===== config.mk =====
export PLATFORM = sky130hd
export DESIGN_NAME = sync_elastic_fifo
export DESIGN_NICKNAME = d
export VERILOG_FILES = /design/src/rtl/sync_elastic_fifo.sv
export SDC_FILE = /design/constraint.sdc
export NUM_CORES = 1
export LEC_CHECK = 0
export CAP_MARGIN = 40
export CORE_MARGIN = 2
export CORE_UTILIZATION = 50
export CTS_CLUSTER_DIAMETER = 30
export CTS_CLUSTER_SIZE = 28
export DETAILED_ROUTE_END_ITERATION = 16
export PLACE_DENSITY = 0.7
export SETUP_SLACK_MARGIN = 0.15
export SLEW_MARGIN = 15
export SYNTH_ARGS = -nofsm -noshare
export SYNTH_HDL_FRONTEND = slang
export SYNTH_SLANG_ARGS = --single-unit

===== constraint.sdc =====
create_clock -name clk -period 4.4 [get_ports clk]
set_input_delay 0.88 -clock clk [delete_from_list [all_inputs] [get_ports clk]]
set_output_delay 0.88 -clock clk [all_outputs]
set_load 0.01 [all_outputs]

===== src/rtl/sync_elastic_fifo.sv =====
// Single-clock elastic FIFO with arbitrary depth, selectable registered or
// first-word-fall-through read, programmable almost-full/almost-empty
// thresholds, sticky overflow/underflow flags and a high-water-mark monitor.
module sync_elastic_fifo #(
   parameter int unsigned DATA_WIDTH = 8,
   parameter int unsigned DEPTH      = 16,
   parameter int unsigned FWFT       = 0,
   parameter int unsigned CNT_W      = $clog2(DEPTH + 1)
) (
   input  logic                  clk,
   input  logic                  rst_n,
   // write side
   input  logic                  wr_en,
   input  logic [DATA_WIDTH-1:0] wr_data,
   output logic                  full,
   output logic                  almost_full,
   // read side
   input  logic                  rd_en,
   output logic [DATA_WIDTH-1:0] rd_data,
   output logic                  rd_valid,
   output logic                  empty,
   output logic                  almost_empty,
   // occupancy and thresholds
   output logic [CNT_W-1:0]      count,
   input  logic [CNT_W-1:0]      af_thresh,
   input  logic [CNT_W-1:0]      ae_thresh,
   // error and monitor
   output logic                  overflow,
   output logic                  underflow,
   input  logic                  err_clr,
   output logic [CNT_W-1:0]      high_water,
   input  logic                  hw_clr
);

   localparam int unsigned PTR_W = (DEPTH > 1) ? $clog2(DEPTH) : 1;
   localparam logic [CNT_W-1:0] DEPTH_C  = CNT_W'(DEPTH);
   localparam logic [PTR_W-1:0] LAST_PTR = PTR_W'(DEPTH - 1);

   logic [DATA_WIDTH-1:0] mem [DEPTH];
   logic [PTR_W-1:0]      wr_ptr;
   logic [PTR_W-1:0]      rd_ptr;
   logic                  wr_acc;
   logic                  rd_acc;
   logic [CNT_W-1:0]      count_next;

   // Pointer increment with explicit wrap so non-power-of-2 depths work.
   function automatic logic [PTR_W-1:0] ptr_inc(input logic [PTR_W-1:0] p);
      return (p == LAST_PTR) ? '0 : p + PTR_W'(1);
   endfunction

   // Status flags, accept qualification and next occupancy from the count register.
   always_comb begin
      full         = (count == DEPTH_C);
      empty        = (count == '0);
      almost_full  = (count >= af_thresh);
      almost_empty = (count <= ae_thresh);
      wr_acc       = wr_en & ~full;
      rd_acc       = rd_en & ~empty;
      count_next   = count + CNT_W'(wr_acc) - CNT_W'(rd_acc);
   end

   // Pointers and occupancy.
   always_ff @(posedge clk or negedge rst_n) begin
      if (!rst_n) begin
         wr_ptr <= '0;
         rd_ptr <= '0;
         count  <= '0;
      end else begin
         if (wr_acc) wr_ptr <= ptr_inc(wr_ptr);
         if (rd_acc) rd_ptr <= ptr_inc(rd_ptr);
         count <= count_next;
      end
   end

   // Storage array; contents are intentionally not reset.
   always_ff @(posedge clk) begin
      if (wr_acc) mem[wr_ptr] <= wr_data;
   end

   // Sticky error flags; a new error in the clearing cycle keeps the flag set.
   always_ff @(posedge clk or negedge rst_n) begin
      if (!rst_n) begin
         overflow  <= 1'b0;
         underflow <= 1'b0;
      end else begin
         if (wr_en & full)  overflow <= 1'b1;
         else if (err_clr)  overflow <= 1'b0;
         if (rd_en & empty) underflow <= 1'b1;
         else if (err_clr)  underflow <= 1'b0;
      end
   end

   // High-water mark of occupancy; clearing reloads it with the new occupancy.
   always_ff @(posedge clk or negedge rst_n) begin
      if (!rst_n) begin
         high_water <= '0;
      end else if (hw_clr || (count_next > high_water)) begin
         high_water <= count_next;
      end
   end

   generate
      if (FWFT != 0) begin : g_fwft
         // Head word is presented directly; zero when there is nothing to show.
         always_comb begin
            rd_valid = ~empty;
            rd_data  = empty ? '0 : mem[rd_ptr];
         end
      end else begin : g_reg
         // Registered read: data appears one cycle after an accepted read.
         always_ff @(posedge clk or negedge rst_n) begin
            if (!rst_n) begin
               rd_valid <= 1'b0;
               rd_data  <= '0;
            end else begin
               rd_valid <= rd_acc;
               if (rd_acc) rd_data <= mem[rd_ptr];
            end
         end
      end
   endgenerate

endmodule


After elaboration in Yosys (flattened, before gate mapping). Memory sizes are Yosys's and may differ from the RTL's. A register that Yosys moved wholly into a read port is not among the register bits. Index checks and enable logic that the tools add are counted.

Flip-flop bits (word level): 21. RAM bits: 128. Input bits: 24. Output and inout port bits: 25. Word-level logic and storage cells: 36. Memories kept: 1.

Memory list: mem (depth 16, bits a word 8, rd ports 1, clocked after memory_dff 1, write ports 1, RTL line 39) `logic [DATA_WIDTH-1:0] mem [DEPTH];`.

Add/sub/neg operators: 4. Order comparisons: 3. Equality and inequality tests: 3. Mux-type cells: 7. Bitwise logic cells: 6. Reduce and logical (&&, ||, !) cells: 5.

Operators by type and width (number): $add A4 B1 Y4 const B (2); $eq A4 B4 Y1 const B (2); $mux W4 (2); $add A5 B1 Y5 (1); $eq A5 B5 Y1 const B (1); $ge A5 B5 Y1 (1); $gt A5 B5 Y1 (1); $le A5 B5 Y1 (1); $logic_not A5 Y1 (1); $mux W1 (5); $sub A5 B1 Y5 (1); $and A1 B1 Y1 (4); $reduce_bool A2 Y1 (2); $not A1 Y1 (2); $logic_not A1 Y1 (1); $logic_or A1 B1 Y1 (1).

Depth between registers and ports, before layout.
Word-level depth: 7. Depth in mapped cells: 21. Gate-level depth less buffers: 20.

Worst setup path after synthesis. No wires, ideal clock.

Path type: register -> register. From: register count[2]. To: register high_water[0]. Setup time: 125 ps. Arrival time: 3897 ps. Data required time: 4275 ps. Slack: 378 ps. Stages on the path, launching flop included: 20. Path buffers: 1. Clock period less this slack: 4022 ps. Path through: dfrtp_1 inv_1 ha_1 nor4b_2 nor2b_1 clkbuf_1 ha_1 inv_1 ha_1 inv_1 fa_1 inv_1 a21oi_1 o21bai_1 xnor2_1 ha_1 nand3_1 o21bai_1 a31oi_2 mux2_2.

Elaborated cells on any way between the ends: 10. Classes of those cells: add/sub (2); order compare (1); eq/ne (1); bitwise (4); reduce/logical (2).

RTL lines: start: declaration (RTL line 24) `output logic [CNT_W-1:0] count,`; start signal: assignment (RTL line 71) `count <= count_next;`; $logic_not A5 Y1 (RTL line 54) `empty = (count == '0);`; named net empty (RTL line 21) `output logic empty,`; $not A1 Y1 (RTL line 58) `rd_acc = rd_en & ~empty;`; $and A1 B1 Y1 (RTL line 58); named net rd_acc (RTL line 43) `logic rd_acc;`; $sub A5 B1 Y5 (RTL line 59) `count_next = count + CNT_W'(wr_acc) - CNT_W'(rd_acc);`; named net count_next[4] (RTL line 44) `logic [CNT_W-1:0] count_next;`; $gt A5 B5 Y1 (RTL line 97) `end else if (hw_clr || (count_next > high_water)) begin`; $logic_or A1 B1 Y1 (RTL line 97); end signal: assignment (RTL line 98) `high_water <= count_next;`; end: declaration (RTL line 31) `output logic [CNT_W-1:0] high_water,`.

The timed path passes the listed nets, and every way through them passes these cells. A chain may end at the register's enable or synchronous reset.

Worst setup path after layout.
From: input port wr_en. To: register high_water[4].

Cells in the longest elaborated chain, start to end: 5.

RTL lines: start: declaration (RTL line 13) `input logic wr_en,`; $and A1 B1 Y1 (*) (RTL line 57) `wr_acc = wr_en & ~full;`; $add A5 B1 Y5 (*) (RTL line 59); $sub A5 B1 Y5 (*) (RTL line 59); named net count_next[4] (RTL line 44); $gt A5 B5 Y1 (RTL line 97); $logic_or A1 B1 Y1 (RTL line 97).

The timed path passes the listed nets; every way through them passes the cells marked *.

==> results by group <==
Outcome
  – Outcome: finished, final reports clean

Synthesis
  – Sequential fraction of the synthesis area: 68.1%
  – Ys async rst share: 18.5%
  – Post-synth EDFFs: 128
  – Distinct cells, synth: 45
  – Warnings, synthesis: 0
  – Top FF cell, synth: edfxtp_1
  – Mapped Avg Cell Area: 16.1 um2
  – Mapped Area: 6710 um2
  – Post-Synthesis Cells: 417
  – Syn Nets: 468
  – Synthesis-stage register bit count: 157

Worst setup path
  – Crit path arrival time: 4.25 ns
  – R2r worst-path depth: 18
  – Crit path kind: primary input to flop
  – Reg2Reg Setup Slack: 0.52 ns
  – Crit start category: primary input
  – CP required: 4.71 ns
  – Worst setup EP type: flop
  – R2r endpoint: high_water[4]
  – Critical Path Fanout Max: 5
  – FF-to-FF Start: count[3]

Clock tree
  – Clock Tree Root: clkbuf_16
  – Total CTS buffers: 17
  – CTS sink cnt: 157
  – Post-CTS Setup Repair Bufs: 0
  – Hold-fix buffers, CTS: 0
  – Worst-path clk slew: 0.06 ns
  – Post-cts sizing count: 0
  – Maximum buffer depth of the clock tree: 2
  – H-tree Lvls: 4
  – TritonCTS clock tree: done
  – Worst-Skew Late Latency: 0.42 ns

Global route
  – Grt peak-use layer: met2
  – Vias in the first global route: 3652
  – Tot GR Track Use: 19.5%
  – First-pass GRT wire length: 20300 um
  – GR Util met3: 5.04%
  – Overflow after GRT: 0
  – Pin count of the biggest net entering global routing: 30
  – Global-route track usage on met1: 26.7%
  – Antenna violations before repair: 0
  – GR Layer Usage met2: 30.8%

STA
  – Final Slew Violations: 0
  – Tmin final: 3.94 ns
  – Rel. slew slack: 50.7%
  – Hold WS: 0.549 ns
  – Setup violators final: 0
  – Final Cycle Share: 89.6%
  – Final WS setup: 0.456 ns
  – Maximum clock rate: 254 MHz
  – Final Skew: 0.00439 ns
  – Unrepaired setup endpoints after global routing: false
  – Final number of hold-violating endpoints: 0
  – Worst-margin pin slew: 0.737 ns
  – Setup TNS Final: 0 ns

Die
  – Die width: 120 um
  – Die height: 120 um
  – Die footprint: 14400 um2
  – Ports: 49
  – CORE AREA: 13200 um2
  – Site Rows: 42
  – Starting Density: 50.9%

Run
  – Max Cap Violations: 0

Layout
  – Nets: 530
  – Most common cell after layout, fill and taps aside: edfxtp_1
  – Area Growth Syn to Fin: 19.3%
  – Commonest cells after routing, fill and taps aside: edfxtp_1 (128), clkdlybuf4s50_1 (48), mux2i_1 (32)
  – Final Util: 60.7%
  – Filler instances: 979
  – Layout cells sized above 1: 11.6%
  – ANT cells: 0

Power
  – Flop pwr share: 37.8%
  – Int Pwr: 3.74 mW
  – Sw Ratio: 31.6%
  – Combinational Power Share: 35.0%
  – Clock power frac: 27.2%
  – Post-route total power: 5.47 mW
  – Psw: 1.73 mW
  – Pwr dens: 683 nW/um2
  – P_leak: 3.01 nW
  – Maximum VDD drop: 0.000344 V

Detailed routing
  – # DRC: 0
  – DR WL/cell: 19.5 um
  – Post-Route WL: 13000 um
  – Final antenna-violating net count: 0
  – Vias per inst: 5.55
  – DR pass1 iterations: 5
  – Via Count: 3710
  – Initial DRC Count: 316

Place
  – Port Buffer Count: 48
  – HPWL after DPL: 8380 um
  – Routability cong.: 0.818
  – Pre-CTS setup slack: 0.0690 ns

Hold path
  – Min-Delay Endpoint: underflow
  – WHS Path Cells: 2
  – Hold crit path type: flop to flop
  – Hold Crit Start: underflow
## worst max path at each step
stage / to / slack (ns) / from
3_3_place_gp: high_water[4] / 0.19 / wr_en
5_1_grt: high_water[4] / 0.29 / wr_en
6_report: high_water[4] / 0.46 / wr_en
4_1_cts: high_water[4] / 0.45 / wr_en
2_1_floorplan: high_water[0] / 0.38 / count[2]
3_5_place_dp: high_water[4] / 0.07 / wr_en
## metrics by stage
| step | area [um2] | instances |
|---|---|---|
| floorplan | 6710 | 417 |
| global placement | 7370 | 635 |
| detailed placement | 7400 | 636 |
| CTS | 8000 | 668 |
| global route | 8000 | 668 |
| finish | 8000 | 668 |
## cells in the mapped netlist (all sizes together), types with 8 or more instances
master | number | area share [%]
mux2i | 32 | 4.8
dfrtp | 29 | 11
o21ai | 10 | 0.75
nand2 | 13 | 0.73
mux4 | 16 | 5.9
a31oi | 10 | 1.0
ha | 26 | 4.8
o22ai | 17 | 1.6
a22oi | 8 | 0.90
edfxtp | 128 | 57
inv | 27 | 1.5
buf | 13 | 1.5
nor2 | 24 | 1.3
## registers in the layout, summed over array words and instances, names as in the netlist
register,flops
rd_ptr,4
mem,128
high_water,5
rd_valid,1
overflow,1
rd_data,8
underflow,1
count,5
wr_ptr,4
## final cells by class
cell class | instances | area (um2) | area share, %
well taps | 176 | 220 | 2.75
repair buffers | 59 | 583 | 7.29
inverters | 27 | 101 | 1.27
clock inverters | 14 | 174 | 2.17
flip-flops and latches | 157 | 4570 | 57.1
multi-input cells | 217 | 1920 | 24.0
clock buffers | 18 | 429 | 5.36
## critical path, stage by stage
cell	delay (ns)
clkdlybuf4s50_1	0.47
nor2b_2	0.16
inv_1	0.05
ha_1	0.28
inv_1	0.06
ha_1	0.16
inv_1	0.06
fa_1	0.41
inv_1	0.08
a21oi_1	0.06
o21bai_1	0.17
xnor2_1	0.13
ha_1	0.31
nand3_1	0.08
o21bai_1	0.18
a31oi_2	0.34
mux2_2	0.37
## power by group through the flow
stage / combinational, mW / sequential (mW) / clock [mW]
detailed placement: 1.90 / 2.10 / 0
CTS: 1.93 / 2.07 / 1.51
floorplan: 1.32 / 2.03 / 0
finish: 1.91 / 2.06 / 1.49
global placement: 1.80 / 2.11 / 0
global route: 2.10 / 2.10 / 1.57
## logic make-up (layout without fill, tap and decap cells)
logic type | count (synthesis) | count (layout) | share of synthesized area, %
DFF | 157 | 157 | 68.1
adders and majority gates | 27 | 27 | 5.15
and+or+nand+nor | 72 | 72 | 5.73
buffers and inverters | 43 | 118 | 3.23
xor gates and xnor gates | 6 | 6 | 0.783
AOI/OAI and AO/OA | 60 | 60 | 5.69
muxes | 52 | 52 | 11.3
## per-layer routing
layer  vias up  part of all wire, %
met4         0                  1.7
met1      1854                   45
met3        15                  5.0
li1       1725                    -
met5         -                    0
met2       116                   48
No activity file was read; power rests on OpenSTA's default activity.
